**src/rtl/motoro3_pkg.sv**
```systemverilog
// Shared step encodings, phase table and period limits for the motoro3
// six-step commutation controller.
package motoro3_pkg;

  typedef enum logic [3:0] {
    STEP_IDLE = 4'd0,
    STEP_1    = 4'd1,
    STEP_2    = 4'd2,
    STEP_3    = 4'd3,
    STEP_4    = 4'd4,
    STEP_5    = 4'd5,
    STEP_6    = 4'd6,
    STEP_STOP = 4'd7
  } step_e;

  // Shortest legal step period; anything smaller is raised to this on load.
  localparam int unsigned PERIOD_MIN = 2;

  typedef struct packed {
    logic [2:0] en;  // {a,b,c} enables
    logic [2:0] hi;  // {a,b,c} high(1)/low(0) selects
  } phase_t;

  function automatic phase_t phase_of(input step_e s);
    phase_t p;
    p = '0;
    case (s)
      STEP_1:  p = '{en: 3'b101, hi: 3'b100};
      STEP_2:  p = '{en: 3'b011, hi: 3'b010};
      STEP_3:  p = '{en: 3'b110, hi: 3'b010};
      STEP_4:  p = '{en: 3'b101, hi: 3'b001};
      STEP_5:  p = '{en: 3'b011, hi: 3'b001};
      STEP_6:  p = '{en: 3'b110, hi: 3'b100};
      default: p = '0;
    endcase
    return p;
  endfunction

  function automatic step_e step_next(input step_e s, input logic fwd);
    step_e n;
    n = s;
    case (s)
      STEP_1:  n = fwd ? STEP_2 : STEP_6;
      STEP_2:  n = fwd ? STEP_3 : STEP_1;
      STEP_3:  n = fwd ? STEP_4 : STEP_2;
      STEP_4:  n = fwd ? STEP_5 : STEP_3;
      STEP_5:  n = fwd ? STEP_6 : STEP_4;
      STEP_6:  n = fwd ? STEP_1 : STEP_5;
      default: n = s;
    endcase
    return n;
  endfunction

endpackage

```
**src/rtl/motoro3_period_ramp.sv**
```systemverilog
// Active step period register with linear soft-start ramp toward a target,
// loaded on a start and stepped once per completed electrical round.
module motoro3_period_ramp
  import motoro3_pkg::*;
#(
  parameter int CNT_W = 25
) (
  input  logic             clk,
  input  logic             nRst,
  input  logic             load_i,
  input  logic [CNT_W-1:0] load_val_i,
  input  logic             round_i,
  input  logic [CNT_W-1:0] target_i,
  input  logic [CNT_W-1:0] ramp_dec_i,
  output logic [CNT_W-1:0] cur_period_o,
  output logic [CNT_W-1:0] nxt_period_o
);

  localparam logic [CNT_W-1:0] MIN_P = CNT_W'(PERIOD_MIN);

  logic [CNT_W-1:0] per_q, per_d;

  function automatic logic [CNT_W-1:0] clamp_period(input logic [CNT_W-1:0] v);
    return (v < MIN_P) ? MIN_P : v;
  endfunction

  // Move one ramp step toward tgt without overshooting; the extra bit
  // catches both borrow and carry so the result never wraps.
  function automatic logic [CNT_W-1:0] ramp_toward(input logic [CNT_W-1:0] cur,
                                                   input logic [CNT_W-1:0] tgt,
                                                   input logic [CNT_W-1:0] dec);
    logic [CNT_W:0] sum;
    logic [CNT_W:0] dif;
    logic [CNT_W-1:0] res;
    sum = {1'b0, cur} + {1'b0, dec};
    dif = {1'b0, cur} - {1'b0, dec};
    res = cur;
    if (cur > tgt) begin
      res = (dif[CNT_W] || (dif[CNT_W-1:0] < tgt)) ? tgt : dif[CNT_W-1:0];
    end else if (cur < tgt) begin
      res = (sum > {1'b0, tgt}) ? tgt : sum[CNT_W-1:0];
    end
    return res;
  endfunction

  always_comb begin
    per_d = per_q;
    if (load_i) begin
      per_d = clamp_period(load_val_i);
    end else if (round_i) begin
      per_d = clamp_period(ramp_toward(per_q, target_i, ramp_dec_i));
    end
  end

  always_ff @(negedge clk or negedge nRst) begin
    if (!nRst) begin
      per_q <= '0;
    end else begin
      per_q <= per_d;
    end
  end

  assign cur_period_o = per_q;
  assign nxt_period_o = per_d;

endmodule

```
**src/rtl/motoro3_commutation_ctrl.sv**
```systemverilog
// Six-step BLDC commutation controller: step sequencing with direction,
// dead-time blanking, latched force stop, soft-start ramp and round counting.
module motoro3_commutation_ctrl
  import motoro3_pkg::*;
#(
  parameter int CNT_W    = 25,
  parameter int ROUND_W  = 32,
  parameter int DEAD_CYC = 10
) (
  input  logic               clk,
  input  logic               nRst,
  input  logic               start,
  input  logic               dir,
  input  logic               stop_req,
  input  logic [CNT_W-1:0]   period_start,
  input  logic [CNT_W-1:0]   period_target,
  input  logic [CNT_W-1:0]   ramp_dec,
  output logic               aE,
  output logic               bE,
  output logic               cE,
  output logic               aH1_L0,
  output logic               bH1_L0,
  output logic               cH1_L0,
  output logic [3:0]         step,
  output logic [CNT_W-1:0]   cnt,
  output logic [CNT_W-1:0]   cur_period,
  output logic [ROUND_W-1:0] round_cnt,
  output logic               at_speed,
  output logic               dead
);

  localparam logic [CNT_W:0] DEAD_V = (CNT_W+1)'(DEAD_CYC);

  step_e              step_q, step_d;
  logic [CNT_W-1:0]   cnt_q, cnt_d;
  logic [ROUND_W-1:0] round_q, round_d;
  logic               start_q;

  logic               start_edge;
  logic               running;
  logic               expire;
  logic               load;
  logic               round_done;
  logic               dead_w;
  logic [CNT_W-1:0]   per_cur;
  logic [CNT_W-1:0]   per_nxt;
  logic [CNT_W-1:0]   elapsed;
  phase_t             ph;

  function automatic logic [ROUND_W-1:0] sat_inc(input logic [ROUND_W-1:0] v);
    return (&v) ? v : v + 1'b1;
  endfunction

  assign start_edge = start & ~start_q;
  assign running    = (step_q >= STEP_1) && (step_q <= STEP_6);
  assign expire     = (cnt_q <= CNT_W'(1));
  assign load       = start_edge && (step_q == STEP_IDLE);
  // A round ends on the last step of the direction sampled at expiry.
  assign round_done = running && !stop_req && start && expire &&
                      (dir ? (step_q == STEP_6) : (step_q == STEP_1));

  motoro3_period_ramp #(
    .CNT_W (CNT_W)
  ) u_ramp (
    .clk          (clk),
    .nRst         (nRst),
    .load_i       (load),
    .load_val_i   (period_start),
    .round_i      (round_done),
    .target_i     (period_target),
    .ramp_dec_i   (ramp_dec),
    .cur_period_o (per_cur),
    .nxt_period_o (per_nxt)
  );

  always_comb begin
    step_d  = step_q;
    cnt_d   = cnt_q;
    round_d = round_q;
    case (step_q)
      STEP_IDLE: begin
        if (start_edge) begin
          step_d  = dir ? STEP_1 : STEP_6;
          cnt_d   = per_nxt;
          round_d = '0;
        end
      end
      STEP_STOP: begin
        if (!start) begin
          step_d = STEP_IDLE;
          cnt_d  = '0;
        end
      end
      STEP_1, STEP_2, STEP_3, STEP_4, STEP_5, STEP_6: begin
        // Force stop outranks a run drop and a coincident expiry.
        if (stop_req) begin
          step_d = STEP_STOP;
        end else if (!start) begin
          step_d = STEP_IDLE;
          cnt_d  = '0;
        end else if (expire) begin
          step_d = step_next(step_q, dir);
          cnt_d  = per_nxt;
          if (round_done) begin
            round_d = sat_inc(round_q);
          end
        end else begin
          cnt_d = cnt_q - 1'b1;
        end
      end
      default: begin
        step_d = STEP_IDLE;
        cnt_d  = '0;
      end
    endcase
  end

  always_ff @(negedge clk or negedge nRst) begin
    if (!nRst) begin
      step_q  <= STEP_IDLE;
      cnt_q   <= '0;
      round_q <= '0;
      start_q <= 1'b0;
    end else begin
      step_q  <= step_d;
      cnt_q   <= cnt_d;
      round_q <= round_d;
      start_q <= start;
    end
  end

  // cnt is reloaded from cur_period at every step entry, so elapsed never wraps.
  assign elapsed = per_cur - cnt_q;
  assign dead_w  = running && ({1'b0, elapsed} < DEAD_V);
  assign ph      = (running && !dead_w) ? phase_of(step_q) : '0;

  assign {aE, bE, cE}             = ph.en;
  assign {aH1_L0, bH1_L0, cH1_L0} = ph.hi;
  assign step       = step_q;
  assign cnt        = cnt_q;
  assign cur_period = per_cur;
  assign round_cnt  = round_q;
  assign at_speed   = running && (per_cur == period_target);
  assign dead       = dead_w;

endmodule

```
**config.mk**
```make
export PLATFORM = sky130hd
export DESIGN_NAME = motoro3_commutation_ctrl
export DESIGN_NICKNAME = d
export VERILOG_FILES = /design/src/rtl/motoro3_pkg.sv /design/src/rtl/motoro3_period_ramp.sv /design/src/rtl/motoro3_commutation_ctrl.sv
export SDC_FILE = /design/constraint.sdc
export NUM_CORES = 1
export LEC_CHECK = 0
export ABC_AREA = 0
export BUFFER_PORTS_ARGS = -buffer_cell sky130_fd_sc_hd__buf_2
export CAP_MARGIN = 5
export CORE_AREA = 2 2 159 161
export DETAILED_ROUTE_END_ITERATION = 8
export DIE_AREA = 0 0 161 163
export GPL_TIMING_DRIVEN = 0
export PLACE_DENSITY = 0.73
export SLEW_MARGIN = 20
export SYNTH_ARGS = -nofsm -noshare
export SYNTH_HDL_FRONTEND = slang
export SYNTH_SLANG_ARGS = --single-unit
```
**constraint.sdc**
```tcl
create_clock -name clk -period 4.85 [get_ports clk]
set_input_delay 0.97 -clock clk [delete_from_list [all_inputs] [get_ports clk]]
set_output_delay 0.97 -clock clk [all_outputs]
set_load 0.02 [all_outputs]
```
After elaboration in Yosys (flattened, before gate mapping)
Index checks and enable logic that the tools add are counted.

word-level totals
  register bits after elaboration = 87
  bits of input ports = 80
  output and inout bits = 94
  word-level logic and storage cells = 98

cells by class
  bitwise gates (word level) = 2
  order comparisons = 10
  reduce and logical (&&, ||, !) cells = 19
  multiplexer cells = 40
  equal/unequal tests = 17
  add/subtract/negate cells = 5

operator list
  operator                                                                            number
  25-bit 2-to-1 mux                                                                   15
  32-bit 2-to-1 mux                                                                   6
  25-bit case mux with 3 select lines                                                 1
  32-bit case mux with 2 select lines                                                 1
  25-bit by 2-bit less-than comparator with 1-bit output (second input constant)      2
  25-bit less-than comparator                                                         2
  6-bit case mux with 6 select lines                                                  1
  32-bit by 1-bit adder with 32-bit output (second input constant)                    1
  32-bit AND reduction                                                                1
  25-bit by 25-bit adder with 26-bit output                                           1
  26-bit by 25-bit greater-than comparator with 1-bit output                          1
  25-bit by 25-bit subtractor with 26-bit output                                      1
  25-bit == test                                                                      1
  25-bit greater-than comparator                                                      1
  25-bit by 1-bit less-or-equal comparator with 1-bit output (second input constant)  1
  25-bit by 4-bit less-than comparator with 1-bit output (second input constant)      1
  25-bit by 1-bit subtractor with 25-bit output (second input constant)               1
  25-bit subtractor                                                                   1
  4-bit case mux with 6 select lines                                                  1
  4-bit 2-to-1 mux                                                                    5
  4-bit by 3-bit == test with 1-bit output (second input constant)                    4
  3-bit 2-to-1 mux                                                                    5
  2-bit != test (second input constant)                                               7
  4-bit case mux with 3 select lines                                                  1
  20 further kinds                                                                    31

Logic depth before layout (Yosys ltp)
Gate-level depths: netlist of run 1.

  depth in word-level cells = 16
  depth in mapped cells = 26
  gate-level depth less buffers = 24

By module
A second synthesis of run 1 with hierarchy kept.

second synthesis, totals
  cells, all modules = 1665
  area, all modules = 12688.4 um^2

by module, submodules not included
  module                    sequential area each (um^2)  instances  cells an instance  area an instance (um^2)
  motoro3_period_ramp       625.6                        1          966                7236.9
  motoro3_commutation_ctrl  1526.5                       1          699                5451.5

==> reports/qor.csv, run 1 <==
stage;metric;value;unit
floorplan;coreArea;24700;um^2
outcome;status;finished with violations;
synth;ys_seq_area_frac;0.178;
detailed_routing;drtAntennaViolNets;0;
worst_setup_path;critPathMaxFanout;5;
synth;synth_nets;1839;
worst_hold_path;holdCritPathClass;register to register;
timing;fin_skew;0.00697;ns
detailed_routing;num_vias;14500;
run;maxCapViolCount;0;
synth;synthSimpleGateAreaFrac;0.233;
grt;grt_pass1_wl;72.0;mm
layout;multi_input_area;10900;um^2
synth;ys_seq_elements;86;
floorplan;die_area;26200;um^2
timing;worst_slew_pin_slew;1.08;ns
layout;fillers;2080;
synth;synth_top_flop_cell;dfrtn_1;
pwr;irDropWorstVdd;0.427;mV
synth;synth_top_family_by_area;compound AO/OA/AOI/OAI gates;
synth;syn_area;12100;um^2
timing;hold_viol_final;0;
clock_network;cts_buffers;9;
placed_design;port_buffers;170;
floorplan;ioPinCount;174;
synth;yosys.area.top_type_share;0.178;
clock_network;cts_tree;done;
detailed_routing;initialDrtViolationCount;1563;
timing;drv_slew;0;
detailed_routing;vias_per_cell;6.38;
synth;synthXorXnorAreaFrac;0.0660;
grt;grt_overflow;0;
timing;setup_viol;89;
worst_setup_path;required;2.62;ns
pwr;fin_total_pwr;13.7;mW
grt;grt_usage;0.347;
placed_design;post-dp-hpwl;36.3;mm
clock_network;holdBufCountCts;0;
clock_network;cts_sinks;86;
floorplan;die_width;161;um
detailed_routing;wl;48.8;mm
detailed_routing;detail_route.wl_per_cell;21.5;um
clock_network;clock_path_buffers;2;
grt;antenna_found_initial;0;
clock_network;clk_latency;0.36;ns
layout;drive_above_1_share;0.344;
synth;muxShareOfSynthArea;0.0236;
synth;netlist_instances;1605;
detailed_routing;drc;0;
worst_setup_path;cp-start-kind;primary input;
synth;synthArstFlopShare;1.00;
synth;synth_edf_count;0;
synth;synth_cell_types;89;
outcome;violations;setup timing;
layout;areaGrowthSynthToFinish;39.9;%
floorplan;start_util;0.489;
synth;yosys_warnings;0;
floorplan;rows;58;
timing;rsz0062_at_grt;yes;
placed_design;dp_slack;-5.04;ns
detailed_routing;dr.pass1.iters;6;
synth;synthAdderAreaFrac;0.162;
layout;final_nets;2162;
floorplan;die_y;163;um
worst_setup_path;cp-end-kind;register;
grt;grt_pass1_vias;13400;
pwr;p_per_area;813;nW/um^2
placed_design;place_congestion;0.990;
layout;seq_area;2150;um^2
timing;slew_headroom;0.272;
timing;setup_ws;-3.62;ns
clock_network;clockRootBuffer;clkbuf_16;
worst_setup_path;critical_path_class;primary input to register;
synth;synth_top_cell_by_area;dfrtn_1;
clock_network;htree_levels;3;
synth;syn_area_per_cell;7.52;um^2
pwr;p_leak;7.70;nW
synth;synth_area_leaders;dfrtn_1 18%, ha_1 16%, a21oi_1 5.3%;
synth;synth-compound-area-share;0.273;
worst_setup_path;cp_data_arrival_time;6.24;ns
clock_network;clk_pin_slew;0.05;ns
grt;grt_start_max_net_pins;58;
[kinds of logic (layout without fill, tap and decap cells)]
group	Yosys count	in the layout
xor+xnor	91	91
mux	27	27
compound gates	493	493
fa+ha+maj	154	154
flops	86	86
other cells	1	2
simple gates	555	555
buf+inv	198	526
[sequential cells by signal (all words and copies together) (netlist names)]
signal               flops
start_q                  1
step                     3
u_ramp.cur_period_o     25
round_cnt               32
cnt                     25
[where the power goes]
group          total, mW  internal, mW  switching, mW
sequential          1.27         0.942          0.327
clock              0.674         0.354          0.319
combinational       11.8          4.99           6.80
[final cells by class]
class,count,area share
multi-input combinational,1321,0.646
timing repair buffer,322,0.134
sequential,86,0.127
inverter,128,0.0292
tap,330,0.0245
buffer,60,0.0224
clock buffer,9,0.0133
clock inverter,7,0.00348
antenna,1,0.000148
[cells in the mapped netlist (30+ instances only)]
cell      count
nor3_1       41
dfrtn_1      86
nor2_1      130
nand2_1     138
o21ai_0      93
ha_1        151
o211ai_1     31
xnor2_1      58
a21oi_1     127
nand3_1      54
clkbuf_1     51
inv_1       126
nand4_1      30
xor2_1       33
[worst max-delay path, cell delays in order]
cell and delay [ns]:
buf_8 0.10, inv_4 0.05, ha_4 0.19, or3_4 0.40, or3_4 0.35, o41ai_4 0.34, nand2_2 0.18, a21bo_2 0.25
a21oi_4 0.19, o31ai_2 0.09, ha_1 0.31, nand2_2 0.07, nor3_4 0.20, and4_4 0.27, o21bai_4 0.14, o311ai_4 0.15
nor3_4 0.30, buf_6 0.17, buf_6 0.09, mux2_4 0.28, o32a_1 0.21, nor4_1 0.26, and4b_2 0.36, a21oi_4 0.09
or2_1 0.21
[per-layer routing]
metal | wire (um) | global-route usage | vias to the layer above
met2 | 22200 | 0.571 | 823
met5 | 0 | 0 | -
met1 | 19700 | 0.438 | 6849
li1 | - | - | 6596
met4 | 2980 | 0.197 | 0
met3 | 3920 | 0.0476 | 185
[cells in the final DEF, fill, tap and decap left out, types with 29 or more instances in the layout]
master / n
nor2_1: 114
xnor2_1: 50
nand3_1: 43
buf_4: 119
nand4_1: 30
inv_1: 107
dfrtn_1: 86
clkbuf_1: 33
a21oi_1: 105
buf_6: 50
xor2_1: 32
nor3_1: 29
buf_2: 161
o21ai_0: 61
ha_1: 121
nand2_1: 112
o211ai_1: 31
[through the flow]
step | TNS (ns) | hold slack [ns] | cells | utilization | cell area [um^2]
finish | -181.27 | 0.499 | 2264 | 0.684 | 16900
global route | -189.33 | 0.537 | 2263 | 0.684 | 16900
CTS | -170.18 | 0.497 | 2211 | 0.638 | 15700
detailed placement | -263.42 | 0.496 | 2106 | 0.558 | 13800
global placement | -281.02 | 0.489 | 2105 | 0.557 | 13700
floorplan | -167.82 | 0.576 | 1605 | - | 12500
[final timing paths]
path / start / end / slack (ns) / depth (start not counted)
setup / recovery: ramp_dec[11] / u_ramp.cur_period_o[0] / -3.62 / 25
hold / removal: round_cnt[19] / round_cnt[19] / 0.50 / 2
setup reg to reg: u_ramp.cur_period_o[11] / u_ramp.cur_period_o[0] / -1.14 / 24
hold reg to reg: round_cnt[19] / round_cnt[19] / 0.50 / 2
max in group asynchronous: nRst / u_ramp.cur_period_o[1] / 1.33 / 2
min in group asynchronous: nRst / round_cnt[3] / 2.85 / 1
[timing repair]
| action | in CTS | in global routing |
|---|---|---|
| pin swaps | 96 | 78 |
| buffers inserted | 96 | 61 |
| resized for setup | 223 | 167 |
| setup endpoints to repair | 90 | 90 |
No activity file was read; power rests on OpenSTA's default activity.
==> inputs of run 2 (changes only) <==
--- a/config.mk
+++ b/config.mk
@@ -12,7 +12,8 @@
 export DETAILED_ROUTE_END_ITERATION = 8
 export DIE_AREA = 0 0 161 163
 export GPL_TIMING_DRIVEN = 0
-export PLACE_DENSITY = 0.73
+export HOLD_SLACK_MARGIN = 0.08
+export PLACE_DENSITY = 0.7
 export SLEW_MARGIN = 20
 export SYNTH_ARGS = -nofsm -noshare
 export SYNTH_HDL_FRONTEND = slang
==> constraint.sdc (replaced) <==
create_clock -name clk -period 8.8 [get_ports clk]
set_input_delay 1.76 -clock clk [delete_from_list [all_inputs] [get_ports clk]]
set_output_delay 1.76 -clock clk [all_outputs]
set_load 0.02 [all_outputs]
==> run 2 against run 1 <==
- the run still ends with setup timing left
- total power decreased by 46%
- combinational power decreased by 46%
- utilization decreased by 2.7 points
- register-to-register slack improved by 3.9 ns
- largest cell class unchanged
- largest power group unchanged
==> reports/qor.csv, run 2 (synthesis results as in run 1) <==
stage;metric;value;unit;change
outcome;status;finished with violations;;
outcome;violations;setup timing;;
detailed_routing;drc;0;;unchanged
floorplan;ioPinCount;174;;unchanged
placed_design;dp_slack;-3.91;ns;+1.13 ns
layout;final_nets;2137;;-1.2%
layout;multi_input_area;10500;um^2;-3.4%
floorplan;rows;58;;unchanged
timing;drv_slew;0;;unchanged
pwr;p_leak;7.49;nW;-2.8%
grt;antenna_found_initial;0;;unchanged
clock_network;cts_buffers;9;;unchanged
layout;drive_above_1_share;0.300;;-0.0437
timing;fin_skew;0.00818;ns;+0.00121 ns
detailed_routing;wl_met3;3.49;mm;-11%
worst_setup_path;required;4.60;ns;+1.98 ns
timing;slew_headroom;0.281;;+0.00892
worst_setup_path;cp-end-kind;register;;
pwr;irDropWorstVdd;0.231;mV;-46%
floorplan;die_width;161;um;unchanged
pwr;fin_total_pwr;7.47;mW;-46%
detailed_routing;num_vias;14100;;-2.7%
timing;setup_ws;-2.46;ns;+1.16 ns
worst_setup_path;cp-start-kind;primary input;;
grt;grt_pass1_wl;71.6;mm;-0.50%
run;maxCapViolCount;0;;unchanged
clock_network;htree_levels;3;;unchanged
timing;setup_viol;58;;-35%
layout;diodes;0;;-1
grt;grt_pass1_vias;13300;;-1.2%
detailed_routing;vias_per_cell;6.28;;-1.6%
clock_network;clockRootBuffer;clkbuf_16;;
floorplan;die_y;163;um;unchanged
grt;grt_overflow;0;;unchanged
worst_setup_path;crit_family;simple AND/OR/NAND/NOR gates;;
worst_setup_path;critical_path_class;primary input to register;;
worst_setup_path;cp_slowest_stage_delay;0.46;ns;+0.06 ns
detailed_routing;dr.pass1.iters;6;;unchanged
timing;rsz0062_at_grt;yes;;
worst_setup_path;cp_data_arrival_time;7.06;ns;+0.82 ns
layout;seq_area;2150;um^2;unchanged
layout;largest_register_ff_count;32;;unchanged
timing;hold_viol_final;0;;unchanged
detailed_routing;dr.max_layer_used;met4;;
floorplan;coreArea;24700;um^2;unchanged
floorplan;start_util;0.489;;unchanged
timing;worst_slew_pin_slew;1.07;ns;-0.0160 ns
floorplan;die_area;26200;um^2;unchanged
detailed_routing;detail_route.wl_per_cell;21.5;um;-0.19%
clock_network;clk_pin_slew;0.05;ns;about the same
detailed_routing;wl;48.1;mm;-1.3%
placed_design;post-dp-hpwl;36.8;mm;+1.5%
layout;final_cell_mix;165 x buf_2, 129 x ha_1, 127 x nand2_1;;
worst_setup_path;critPathMaxFanout;10;;+5
grt;grt_usage;0.346;;-0.000799
detailed_routing;initialDrtViolationCount;1540;;-1.5%
clock_network;cts_sinks;86;;unchanged
clock_network;cts_tree;done;;
placed_design;place_congestion;0.981;;-0.87%
layout;areaGrowthSynthToFinish;34.5;%;
worst_setup_path;cp_slowest_cell;a2111oi_4;;
detailed_routing;met2WireLength;22.1;mm;-0.46%
clock_network;clock_path_buffers;2;;unchanged
pwr;p_per_area;460;nW/um^2;-43%
layout;fillers;2116;;+1.7%
worst_hold_path;holdCritPathClass;register to register;;
layout;layout_commonest_cell;buf_2;;
worst_setup_path;worst-path-buf-inv;6;;+2
placed_design;port_buffers;170;;unchanged
grt;grt_start_max_net_pins;54;;-6.9%
detailed_routing;wl_met1;19.6;mm;-0.45%
clock_network;clk_latency;0.36;ns;about the same
detailed_routing;drtAntennaViolNets;0;;unchanged
run 2: changes by cell type in the layout (fill, tap and decap cells not counted), moves of 9 or more:
cell and delta:
buf_6 -18, buf_4 -10, nand2_1 +15, nand2_2 -14, nor2_4 -9
run 2: worst paths after layout:
check / from / endpoint / slack [ns] / cells after the start
max: ramp_dec[4] / u_ramp.cur_period_o[0] / -2.46 / 26
max reg2reg: u_ramp.cur_period_o[20] / u_ramp.cur_period_o[0] / 2.77 / 25
min reg2reg: round_cnt[18] / round_cnt[18] / 0.50 / 2
max in group asynchronous: nRst / cnt[10] / 2.49 / 2
min: round_cnt[18] / round_cnt[18] / 0.50 / 2
min in group asynchronous: nRst / round_cnt[27] / 5.65 / 1
run 2: final cells by class:
type                       count  area share
tap                          330      0.0254
inverter                     128      0.0302
multi-input combinational   1321       0.649
sequential                    86       0.133
clock inverter                 6     0.00331
clock buffer                  10      0.0147
timing repair buffer         297       0.123
buffer                        60      0.0219
run 2: what timing repair did:
item,in CTS,in global routing
hold buffers,0,0
pin swaps,84,75
setup buffers,75,52
cloned,1,0
gates resized for setup,186,113
setup endpoints to repair,62,62
run 2: through the flow:
step / std cells / setup TNS (ns) / cell area [um^2] / utilization / hold slack (ns)
floorplan: 1605 / -85.10 / 12400 / - / 0.576
global placement: 2105 / -171.91 / 13600 / 0.552 / 0.484
detailed placement: 2106 / -172.57 / 13700 / 0.554 / 0.497
CTS: 2191 / -98.39 / 15400 / 0.623 / 0.503
global route: 2238 / -115.51 / 16200 / 0.658 / 0.537
finish: 2238 / -107.03 / 16200 / 0.658 / 0.495
run 2: power breakdown:
group	internal (mW)	total (mW)	leakage, nW	switching [mW]
registers	0.519	0.703	1.13	0.185
logic	2.70	6.39	6.21	3.68
clock network	0.204	0.380	0.141	0.176
total	3.43	7.47	7.49	4.04
run 2: tightest hold or removal path, delay by kind of cell, from the launching register on:
kind,cells,cell delay [ns]
xor gates and xnor gates,1,0.13
DFF,1,0.37
and+or+nand+nor,1,0.07
run 2: metal layers:
metal	vias to the layer above	global-route usage
li1	6538	-
met1	6599	0.437
met2	742	0.576
met3	185	0.0463
met4	0	0.185
met5	-	0
==> inputs of run 3 (changes only) <==
==> constraint.sdc (replaced) <==
create_clock -name clk -period 8.8 [get_ports clk]
set_input_delay 1.32 -clock clk [delete_from_list [all_inputs] [get_ports clk]]
set_output_delay 1.32 -clock clk [all_outputs]
set_load 0.02 [all_outputs]
==> run 3 against run 2 <==
- the flow still finishes with violations (setup timing)
- count of clock-buffer cells in the layout stayed put
- worst setup slack better by 0.44 ns
- non-clock buffer count is 11 lower
==> reports/qor.csv, run 3 (synthesis results as in run 1) <==
stage;metric;value;unit;change
worst_hold_path;hold_path.startpoint;round_cnt[18];;
timing;hold_viol_final;0;;unchanged
floorplan;die_width;161;um;unchanged
detailed_routing;detail_route.wl_per_cell;21.5;um;-0.23%
grt;grt_usage;0.345;;-0.00138
clock_network;clockRootBuffer;clkbuf_16;;
grt;grt_pass1_vias;13300;;-0.083%
layout;largest_register_ff_count;32;;unchanged
worst_setup_path;cp_data_arrival_time;6.62;ns;-0.44 ns
worst_hold_path;holdCritPathClass;register to register;;
floorplan;rows;58;;unchanged
run;maxCapViolCount;0;;unchanged
worst_setup_path;cp-start-kind;primary input;;
detailed_routing;initialDrtViolationCount;1725;;+12%
detailed_routing;vias_per_cell;6.32;;+0.60%
worst_setup_path;cp_slowest_cell;o41ai_4;;
layout;final_cell_mix;166 x buf_2, 130 x ha_1, 126 x nand2_1;;
floorplan;start_util;0.489;;unchanged
layout;areaGrowthSynthToFinish;33.2;%;
worst_setup_path;cp_slowest_stage_delay;0.46;ns;about the same
worst_hold_path;hold_path_end;round_cnt[18];;
detailed_routing;drtAntennaViolNets;0;;unchanged
clock_network;cts_sinks;86;;unchanged
floorplan;ioPinCount;174;;unchanged
worst_setup_path;critPathMaxFanout;5;;-5
timing;drv_slew;0;;unchanged
grt;antenna_found_initial;0;;unchanged
timing;setup_viol;57;;-1.7%
timing;slew_headroom;0.278;;-0.00279
detailed_routing;wl;47.8;mm;-0.72%
outcome;violations;setup timing;;
grt;grt_pass1_wl;71.3;mm;-0.41%
layout;drive_above_1_share;0.293;;-0.00722
worst_setup_path;reg2regPathDepth;25;;unchanged
layout;fillers;2143;;+1.3%
floorplan;die_area;26200;um^2;unchanged
floorplan;coreArea;24700;um^2;unchanged
worst_setup_path;r2r_setup_slack;2.78;ns;about the same
pwr;irDropWorstVdd;0.230;mV;-0.11%
placed_design;port_buffers;170;;unchanged
clock_network;htree_levels;3;;unchanged
worst_setup_path;required;4.60;ns;about the same
detailed_routing;drc;0;;unchanged
pwr;p_leak;7.37;nW;-1.6%
timing;fin_hold_ws;0.496;ns;+0.000844 ns
layout;stdcell_count;2227;;-0.49%
pwr;p_per_area;462;nW/um^2;+0.39%
placed_design;post-dp-hpwl;36.8;mm;unchanged
clock_network;holdBufCountCts;0;;unchanged
placed_design;dpl.cell_count;2106;;unchanged
timing;fin_skew;0.00855;ns;+0.000372 ns
worst_setup_path;critical_path_class;primary input to register;;
floorplan;die_y;163;um;unchanged
grt;grt_start_max_net_pins;54;;unchanged
timing;setup_ws;-2.02;ns;+0.439 ns
detailed_routing;dr.pass1.iters;6;;unchanged
clock_network;cts_tree;done;;
clock_network;clk_pin_slew;0.05;ns;about the same
grt;grt_overflow;0;;unchanged
timing;rsz0062_at_grt;yes;;
layout;final_nets;2126;;-0.51%
worst_setup_path;reg2reg_from;u_ramp.cur_period_o[20];;
layout;layout_commonest_cell;buf_2;;
layout;diodes;0;;unchanged
clock_network;clock_path_buffers;2;;unchanged
worst_setup_path;reg2reg_to;u_ramp.cur_period_o[0];;
outcome;status;finished with violations;;
worst_setup_path;worstSetupStartpoint;ramp_dec[0];;
placed_design;place_congestion;0.981;;unchanged
worst_setup_path;cp-end-kind;register;;
worst_hold_path;min_path_cells;2;;unchanged
clock_network;cts_buffers;9;;unchanged
detailed_routing;num_vias;14100;;+0.11%
clock_network;clk_latency;0.35;ns;about the same
timing;worst_slew_pin_slew;1.07;ns;+0.00415 ns
run 3: worst max path at each step:
stage,slack [ns],cells past startpoint,end
floorplan,-1.73,24,u_ramp.cur_period_o[0]
global placement,-3.45,24,u_ramp.cur_period_o[0]
detailed placement,-3.47,24,u_ramp.cur_period_o[0]
CTS,-1.87,23,u_ramp.cur_period_o[0]
global route,-2.23,26,u_ramp.cur_period_o[0]
finish,-2.02,26,u_ramp.cur_period_o[0]
run 3: cell type report:
type	count	area (um^2)	share of cell area
plain buffers	60	338	0.0210
clock buffers	10	239	0.0149
clock inverters	6	53.8	0.00335
inverters	128	490	0.0305
multi-input cells	1321	10500	0.653
flip-flops and latches	86	2150	0.134
well taps	330	413	0.0257
repair buffers	286	1890	0.117
run 3: metal layers:
metal	track usage	share of wire	up-vias
met5	0	0	-
met4	0.189	0.059	0
met1	0.434	0.40	6585
met3	0.0494	0.080	179
li1	-	-	6515
met2	0.571	0.46	800
run 3: worst max-delay path, delay by kind of cell:
kind | cells | cell delay (ns)
adder cells (fa/ha/maj) | 3 | 0.84
AO/OA/AOI/OAI | 9 | 1.89
buffers and inverters | 5 | 0.52
XOR/XNOR | 1 | 0.20
AND/OR/NAND/NOR | 8 | 1.85
run 3: per-stage QoR:
stage                     area (um^2)  total power, mW  setup slack, ns   util  TNS, ns
after global placement          13600             5.42            -3.45  0.552  -142.83
after global routing            16100             7.89            -2.23  0.652   -89.99
after CTS                       15300             6.67            -1.87  0.621   -73.26
after detailed placement        13700             5.47            -3.47  0.554  -143.10
final                           16100             7.43            -2.02  0.652   -82.54
after floorplan                 12400             4.16            -1.73      -   -60.02
run 3: power breakdown:
group | total, mW | internal (mW) | leakage [nW] | switching [mW]
registers | 0.701 | 0.519 | 1.13 | 0.183
logic | 6.35 | 2.67 | 6.09 | 3.67
clock network | 0.379 | 0.204 | 0.141 | 0.176
run 3: repair_timing:
action / 4_1_cts / 5_1_grt
hold endpoints to repair: 0 / 0
endpoints found under the setup margin: 58 / 58
buffers inserted: 74 / 40
resized for setup: 179 / 104
gates cloned: 1 / 0
pin swaps: 80 / 66
